## config.mk

```make
export PLATFORM = sky130hd
export DESIGN_NAME = pwm_ramp_gen
export DESIGN_NICKNAME = d
export VERILOG_FILES = /design/src/rtl/motor_pkg.sv /design/src/rtl/pwm_period_counter.sv /design/src/rtl/pwm_ramp_gen.sv
export SDC_FILE = /design/constraint.sdc
export NUM_CORES = 1
export LEC_CHECK = 0
export BUFFER_PORTS_ARGS = -buffer_cell sky130_fd_sc_hd__buf_2
export CORE_ASPECT_RATIO = 0.6
export CORE_UTILIZATION = 30
export CTS_CLUSTER_DIAMETER = 120
export DETAILED_ROUTE_END_ITERATION = 7
export GPL_ROUTABILITY_DRIVEN = 1
export SLEW_MARGIN = 20
export SYNTH_ARGS = -nofsm -noshare
export SYNTH_HDL_FRONTEND = slang
export SYNTH_SLANG_ARGS = --single-unit
```

## constraint.sdc

```tcl
create_clock -name clk -period 3.2 [get_ports clk]
set_input_delay 0.64 -clock clk [delete_from_list [all_inputs] [get_ports clk]]
set_output_delay 0.64 -clock clk [all_outputs]
set_load 0.01 [all_outputs]
```

## src/rtl/motor_pkg.sv

```systemverilog
`default_nettype none
// ============================================================================
// Module      : motor_pkg
// Description : Shared motor-drive types and default constants.
// Revision    : 1.0
// ============================================================================
package motor_pkg;

   localparam int DEF_CNT_W  = 10;
   localparam int DEF_PERIOD = 1000;
   localparam int DEF_STEP   = 8;

   // Commutation stage constants
   localparam logic DIR_FWD       = 1'b0;
   localparam logic DIR_REV       = 1'b1;
   localparam int   DEAD_TIME_CYC = 4;

   typedef enum logic [2:0] {
      ST_IDLE    = 3'd0,
      ST_RAMP    = 3'd1,
      ST_HOLD    = 3'd2,
      ST_REVERSE = 3'd3,
      ST_BRAKE   = 3'd4
   } ramp_state_e;

endpackage
`default_nettype wire

```

## src/rtl/pwm_period_counter.sv

```systemverilog
`default_nettype none
// ============================================================================
// Module      : pwm_period_counter
// Description : Free-running 0..PERIOD-1 counter with start/last strobes.
// Revision    : 1.0
// ============================================================================
module pwm_period_counter
   import motor_pkg::*;
#(
   parameter int CNT_W  = DEF_CNT_W,
   parameter int PERIOD = DEF_PERIOD
) (
   input  logic             clk,
   input  logic             rst,
   output logic [CNT_W-1:0] cnt,
   output logic             period_start,
   output logic             cnt_last
);

   localparam logic [CNT_W-1:0] LAST_VAL = CNT_W'(PERIOD - 1);

   logic [CNT_W-1:0] cnt_q;
   logic [CNT_W-1:0] cnt_d;

   always_comb begin
      cnt_d = cnt_q + 1'b1;
      if (cnt_q == LAST_VAL) begin
         cnt_d = '0;
      end
   end

   always_ff @(posedge clk or posedge rst) begin
      if (rst) begin
         cnt_q <= '0;
      end else begin
         cnt_q <= cnt_d;
      end
   end

   assign cnt          = cnt_q;
   assign period_start = (cnt_q == '0);
   assign cnt_last     = (cnt_q == LAST_VAL);

endmodule
`default_nettype wire

```

## src/rtl/pwm_ramp_gen.sv

```systemverilog
`default_nettype none
// ============================================================================
// Module      : pwm_ramp_gen
// Description : Slew-limited PWM generator with reversal and emergency brake.
// Revision    : 1.0
// ============================================================================
module pwm_ramp_gen
   import motor_pkg::*;
#(
   parameter int CNT_W  = DEF_CNT_W,
   parameter int PERIOD = DEF_PERIOD,
   parameter int STEP   = DEF_STEP
) (
   input  logic             clk,
   input  logic             rst,
   input  logic             estop,
   input  logic             cmd_valid,
   output logic             cmd_ready,
   input  logic [CNT_W-1:0] cmd_duty,
   input  logic             cmd_dir,
   output logic             pwm,
   output logic             dir,
   output logic             brake,
   output logic [CNT_W-1:0] duty_cur,
   output logic             period_start
);

   localparam logic [CNT_W:0] PERIOD_X = (CNT_W + 1)'(PERIOD);
   localparam logic [CNT_W:0] STEP_X   = (CNT_W + 1)'(STEP);

   ramp_state_e      state_q, state_d;
   logic [CNT_W-1:0] duty_q, duty_d;
   logic [CNT_W-1:0] target_q, target_d;
   logic             tdir_q, tdir_d;
   logic             dir_q, dir_d;
   logic             pwm_q, pwm_d;
   logic             brake_q, brake_d;

   logic [CNT_W-1:0] cnt;
   logic             cnt_last;
   logic             accept;
   logic [CNT_W:0]   duty_x, target_x, cmd_x, up_x;
   logic [CNT_W:0]   ramp_x, to_zero_x, clamp_x;

   pwm_period_counter #(
      .CNT_W  (CNT_W),
      .PERIOD (PERIOD)
   ) u_cnt (
      .clk          (clk),
      .rst          (rst),
      .cnt          (cnt),
      .period_start (period_start),
      .cnt_last     (cnt_last)
   );

   assign cmd_ready = !rst && !estop && (state_q != ST_REVERSE);
   assign accept    = cmd_valid && cmd_ready;

   // Ramp arithmetic carries one extra bit so neither direction can wrap.
   always_comb begin
      duty_x   = {1'b0, duty_q};
      target_x = {1'b0, target_q};
      cmd_x    = {1'b0, cmd_duty};
      up_x     = duty_x + STEP_X;
      clamp_x  = (cmd_x > PERIOD_X) ? PERIOD_X : cmd_x;
      to_zero_x = (duty_x >= STEP_X) ? (duty_x - STEP_X) : '0;
      if (duty_x < target_x) begin
         ramp_x = (up_x > target_x) ? target_x : up_x;
      end else begin
         ramp_x = (duty_x >= target_x + STEP_X) ? (duty_x - STEP_X) : target_x;
      end
   end

   always_comb begin
      state_d  = state_q;
      duty_d   = duty_q;
      target_d = target_q;
      tdir_d   = tdir_q;
      dir_d    = dir_q;

      if (estop) begin
         state_d  = ST_BRAKE;
         duty_d   = '0;
         target_d = '0;
      end else if (accept) begin
         target_d = clamp_x[CNT_W-1:0];
         tdir_d   = cmd_dir;
         if (state_q == ST_BRAKE) begin
            dir_d   = cmd_dir;
            state_d = ST_RAMP;
         end else if (cmd_dir != dir_q) begin
            state_d = ST_REVERSE;
         end else begin
            state_d = ST_RAMP;
         end
      end else begin
         case (state_q)
            ST_IDLE: begin
               duty_d   = '0;
               target_d = '0;
            end
            ST_RAMP: begin
               if (duty_q == target_q) begin
                  state_d = (target_q == '0) ? ST_IDLE : ST_HOLD;
               end else if (cnt_last) begin
                  duty_d = ramp_x[CNT_W-1:0];
               end
            end
            ST_REVERSE: begin
               // Direction flips only once a whole boundary has passed at zero duty.
               if (cnt_last) begin
                  if (duty_q == '0) begin
                     dir_d   = tdir_q;
                     state_d = ST_RAMP;
                  end else begin
                     duty_d = to_zero_x[CNT_W-1:0];
                  end
               end
            end
            default: ;
         endcase
      end

      pwm_d   = (state_d != ST_BRAKE) && (cnt < duty_q);
      brake_d = (state_d == ST_BRAKE);
   end

   always_ff @(posedge clk or posedge rst) begin
      if (rst) begin
         state_q  <= ST_IDLE;
         duty_q   <= '0;
         target_q <= '0;
         tdir_q   <= 1'b0;
         dir_q    <= 1'b0;
         pwm_q    <= 1'b0;
         brake_q  <= 1'b0;
      end else begin
         state_q  <= state_d;
         duty_q   <= duty_d;
         target_q <= target_d;
         tdir_q   <= tdir_d;
         dir_q    <= dir_d;
         pwm_q    <= pwm_d;
         brake_q  <= brake_d;
      end
   end

   assign pwm      = pwm_q;
   assign dir      = dir_q;
   assign brake    = brake_q;
   assign duty_cur = duty_q;

endmodule
`default_nettype wire
```

Yosys cells after proc, flatten, opt, wreduce, memory -nomap -nowiden
Index checks and enable logic that the tools add are counted.
{"block": "op_classes", "n_bitwise": 1, "add_sub_neg": 4, "magnitude_cmp": 6, "n_reduce_logical": 18, "eq_ne": 15, "n_mux": 30}
{"cell": "$mux 10", "n": 15}
{"cell": "$logic_not 10->1", "n": 3}
{"cell": "$pmux 10 s3", "n": 1}
{"cell": "$add 10x4->11 const B", "n": 2}
{"cell": "$lt 10x10->1", "n": 2}
{"cell": "$mux 3", "n": 5}
{"cell": "$ne 3x3->1 const B", "n": 5}
{"cell": "$ge 10x11->1", "n": 1}
{"cell": "$gt 11x10->1", "n": 1}
{"cell": "$add 10x1->10 const B", "n": 1}
{"cell": "$eq 10x10->1", "n": 1}
{"cell": "$eq 10x10->1 const B", "n": 1}
{"cell": "$ge 10x4->1 const B", "n": 1}
{"cell": "$gt 10x10->1 const B", "n": 1}
{"cell": "$sub 10x4->10 const B", "n": 1}
{"cell": "$eq 3x3->1 const B", "n": 2}
{"cell": "$mux 2", "n": 3}
{"cell": "$pmux 3 s2", "n": 1}
{"cell": "$reduce_and 6->1", "n": 1}
{"cell": "$reduce_bool 2->1", "n": 3}
{"cell": "$mux 1", "n": 5}
{"cell": "$reduce_and 5->1", "n": 1}
{"cell": "$logic_and 1x1->1", "n": 4}
{"cell": "$reduce_bool 4->1", "n": 1}
{"cell": "other kinds (11)", "n": 12}
{"block": "word_totals", "reg_bits": 37, "wordCells": 82, "inputBits": 15}

Depth between registers and ports, before layout
{"block": "depth", "ltp_word": 9, "depth_mapped": 13, "depth_no_buf": 12}

Hierarchy
Synthesis repeated with hierarchy kept, for this count alone.
{"block": "hier_totals", "cells_unflattened": 352, "area_unflattened_um2": 3101.7}
{"module": "pwm_ramp_gen", "cells_each": 289, "area_per_inst_um2": 2526.2, "n_inst": 1, "seq_area_each_um2": 675.6}
{"module": "pwm_period_counter", "cells_each": 63, "area_per_inst_um2": 575.6, "n_inst": 1, "seq_area_each_um2": 250.2}

Worst setup path after synthesis
OpenSTA, ideal clock, no wires.
{"block": "synth_path", "path_type": "reg-to-reg", "start": "reg duty_q[5] (netlist: duty_cur[5])", "end": "reg duty_q[8] (netlist: duty_cur[8])", "arrival_ns": 2.758, "slack_ns": 0.303, "stages_incl_launch_ff": 13, "n_path_buf": 0, "cell_sequence": "dfrtp_1 inv_2 nor2_1 nand4_1 xnor2_1 ha_1 a21o_1 a211oi_1 o211a_1 o22ai_1 o2bb2ai_1 a222oi_1 o32ai_1"}
{"block": "synth_via", "elab_chain_len": 9}
{"item": "from (decl)", "line_no": "pwm_ramp_gen.sv:32", "source": "logic [CNT_W-1:0] duty_q, duty_d;"}
{"item": "from (signal assigned)", "line_no": "pwm_ramp_gen.sv:139", "source": "duty_q <= duty_d;"}
{"item": "$add 10x4->11", "line_no": "pwm_ramp_gen.sv:64", "source": "up_x = duty_x + STEP_X;"}
{"item": "$gt 11x10->1", "line_no": "pwm_ramp_gen.sv:68", "source": "ramp_x = (up_x > target_x) ? target_x : up_x;"}
{"item": "$mux 10", "line_no": "pwm_ramp_gen.sv:68"}
{"item": "$mux 10", "line_no": "pwm_ramp_gen.sv:67", "source": "if (duty_x < target_x) begin"}
{"item": "$mux 10", "line_no": "pwm_ramp_gen.sv:105", "source": "end else if (cnt_last) begin"}
{"item": "$mux 10", "line_no": "pwm_ramp_gen.sv:103", "source": "if (duty_q == target_q) begin"}
{"item": "$pmux 10 s3", "line_no": "pwm_ramp_gen.sv:97", "source": "case (state_q)"}
{"item": "$mux 10", "line_no": "pwm_ramp_gen.sv:85", "source": "end else if (accept) begin"}
{"item": "$mux 10", "line_no": "pwm_ramp_gen.sv:81", "source": "if (estop) begin"}
Several ways; a longest one is shown, not always the timed one. The select of a mux whose other input is x is not followed.
A chain may end at the register's enable or synchronous reset.

Worst setup path in the final report
{"block": "layout_path", "start": "reg duty_q[3] (netlist: duty_cur[3])", "end": "reg duty_q[1] (netlist: duty_cur[1])"}
Same word-level chain as after synthesis.

==> impl_metrics.csv <==
group,metric,value,unit
critical_path,timing.critical_path.to_type,"flip-flop",
synthesis,ys_seq_elements,37,
die,num_io_pins,30,
critical_path,crit_arrival,3220,ps
routing,drc_errors,0,
routing,vias,2833,
clock_tree,path_clk_slew,60,ps
place,gp_congestion,0.933,
finish,fill_cells,993,
timing,finClkSkew,6.29,ps
job,max_cap_viol_count,0,
grt,grt_max_degree,38,
power_and_ir_drop,p_int,942,µW
finish,antenna_cells,0,
timing,setup_violations,0,
synthesis,async_flop_share,100,%
grt,antenna_found_initial,0,
grt,grt_pass1_wl,14800,µm
clock_tree,cts-root-to-sink-buffers,2,
timing,hold_viol,0,
routing,viasPerCell,5.37,
timing,rsz0062_at_grt,"no",
timing,finalCriticalPeriod,3000,ps
grt,overflow,0,
clock_tree,cts-root-buf,"clkbuf_16",
clock_tree,ctsHoldBuffers,0,
die,rows,28,
critical_path,r2r_cells,10,
die,coreArea,9840,µm²
critical_path,criticalPathCategory,"flip-flop to flip-flop",
timing,drv_slew,0,
power_and_ir_drop,ir_drop,0.215,mV
clock_tree,clock_latency,280,ps
finish,nNetsFinal,445,
clock_tree,cts_max_level,2,
synthesis,synthCells,347,
timing,worst_pin_slew,698,ps
routing,dr.pass1.iters,5,
place,hpwlAfterDp,7300,µm
critical_path,startpoint,"duty_cur[3]$_DFFE_PP0P_",
die,initial_utilization,30.8,%
synthesis,synth_ff_type,"dfrtp_1",
outcome,status,"complete, no violations",
routing,dr.first_iter.drc_count,198,
finish,mostFrequentLayoutCells,"ha_1, dfrtp_1, buf_2",
finish,area_delta_synth_final,19.3,%
critical_path,r2r-start,"duty_cur[3]$_DFFE_PP0P_",
die,dieHeight,79.9,µm
finish,regArea,926,µm²
synthesis,syn-num-nets,400,
place,io_buffers,29,
synthesis,synth_edf_count,0,
synthesis,avgSynthCellArea,8.74,µm²
power_and_ir_drop,power.density,356,nW/µm²
finish,multi_input_comb_area,1970,µm²
timing,fin_crit_sh,93.8,%
routing,antenna_left,0,
synthesis,syn_area,3030,µm²
finish,drive_above_1_share,18.1,%
power_and_ir_drop,p_leak,0.00166,µW
timing,fmax,333,MHz
finish,fin_area,3620,µm²
die,dieArea,10500,µm²
critical_path,required,3420,ps
clock_tree,numCtsBuffers,5,
synthesis,yosysWarnings,0,
grt,globalRouteTotalUtil,18.3,%
synthesis,seq_area_frac_synth,30.5,%
hold_path,min_path_type,"input pin to asynchronous set/reset pin",
synthesis,synth.distinct_cells,61,
clock_tree,cts_tree,"built",
power_and_ir_drop,combPwrFrac,17.0,%
critical_path,path_max_fanout,8,
timing,slew_headroom,53.1,%
die,fp.dieW,132,µm
power_and_ir_drop,power.share.sequential,39.1,%
routing,wire_per_inst,17.0,µm
clock_tree,cts.sinks,37,
critical_path,start_kind,"flip-flop",
power_and_ir_drop,clkPwrFrac,43.9,%
routing,routed_wl,8970,µm
timing,setup_tns,0,ps
finish,final_common_cell,"ha_1",
power_and_ir_drop,p_sw_share,26.8,%
place,place_area,3440,µm²
power_and_ir_drop,p_sw,345,µW
grt,grt_pass1_vias,2783,
-- per-layer routing --
layer	wire [µm]	track usage, %
met1	4800	28.0
met2	3260	24.1
met3	806	4.89
met4	99	4.88
met5	0	0
-- synthesized netlist by cell type (5+ instances only) --
| cell type | n | area (µm²) |
|---|---|---|
| xor2_1 | 5 | 43.8 |
| clkbuf_1 | 6 | 22.5 |
| inv_1 | 25 | 93.8 |
| nand2_1 | 28 | 105 |
| a22o_1 | 11 | 96.3 |
| a21oi_1 | 16 | 80.1 |
| o21ai_0 | 6 | 30.0 |
| nor2b_1 | 5 | 31.3 |
| a21o_1 | 5 | 37.5 |
| a211oi_1 | 5 | 37.5 |
| nor2_1 | 28 | 105 |
| ha_1 | 38 | 475 |
| nor3_1 | 7 | 35.0 |
| o21ai_1 | 8 | 40.0 |
| nand4_1 | 7 | 43.8 |
| dfrtp_1 | 37 | 926 |
| and3_1 | 6 | 37.5 |
| xnor2_1 | 13 | 114 |
| nand3_1 | 17 | 85.1 |
-- through the flow --
stage / hold slack, ps / utilization (%) / power (µW) / instances / worst slack (ps)
finish: 492 / 36.8 / 1290 / 528 / 199
CTS: 493 / 36.6 / 1290 / 528 / 196
global route: 530 / 36.8 / 1350 / 528 / 7.24
global placement: 453 / 34.9 / 723 / 520 / 249
detailed placement: 479 / 34.9 / 725 / 520 / 205
floorplan: 436 / - / 652 / 347 / 303
-- logic make-up after synthesis --
group / Yosys count / synth area share, %
AOI/OAI and AO/OA: 90 / 21.2
xor gates and xnor gates: 18 / 5.20
adders and majority gates: 38 / 15.7
buffers and inverters: 38 / 5.03
DFF: 37 / 30.5
muxes: 5 / 1.73
and+or+nand+nor: 121 / 20.7
-- state kept, by name (all words and copies together) (netlist names) --
signal / count
state_q: 3
pwm: 1
u_cnt.cnt: 10
dir: 1
target_q: 10
tdir_q: 1
brake: 1
duty_cur: 10
-- power groups by stage --
stage          Combinational (µW)  Clock, µW  Sequential, µW
6_report                      219        565             503
2_1_floorplan                 142          0             509
5_1_grt                       245        596             505
4_1_cts                       216        577             502
3_5_place_dp                  215          0             510
3_3_place_gp                  212          0             510
-- what timing repair did --
action                     4_1_cts  5_1_grt
setup endpoints to repair        0        3
gates resized for setup          0        2
setup buffers                    0        0
-- critical path: stages, from the launching register on --
cell and delay, ps:
dfrtp_1 510, inv_1 110, buf_4 180, ha_1 380
and3b_1 200, o21ai_1 120, a31oi_1 130, nor3b_1 430
nor2b_1 450, o31a_1 270, a22o_1 160
-- cell type report --
| cell class | instances | area share, % |
|---|---|---|
| inverters | 29 | 3.01 |
| flip-flops and latches | 37 | 25.6 |
| clock inverters | 2 | 1.07 |
| well taps | 135 | 4.67 |
| multi-input cells | 272 | 54.4 |
| clock buffers | 6 | 3.56 |
| repair buffers | 47 | 7.74 |
-- path summary, 6_finish.rpt --
check,slack [ps],endpoint
max,200,duty_cur[1]$_DFFE_PP0P_
min,490,target_q[1]$_DFFE_PP0P_
max reg2reg,200,duty_cur[1]$_DFFE_PP0P_
min reg2reg,490,tdir_q$_DFFE_PP0P_
max in group asynchronous,2360,pwm$_DFF_PP0_
min in group clk,490,tdir_q$_DFFE_PP0P_
Note: power is estimated with default switching activity, not from simulation.
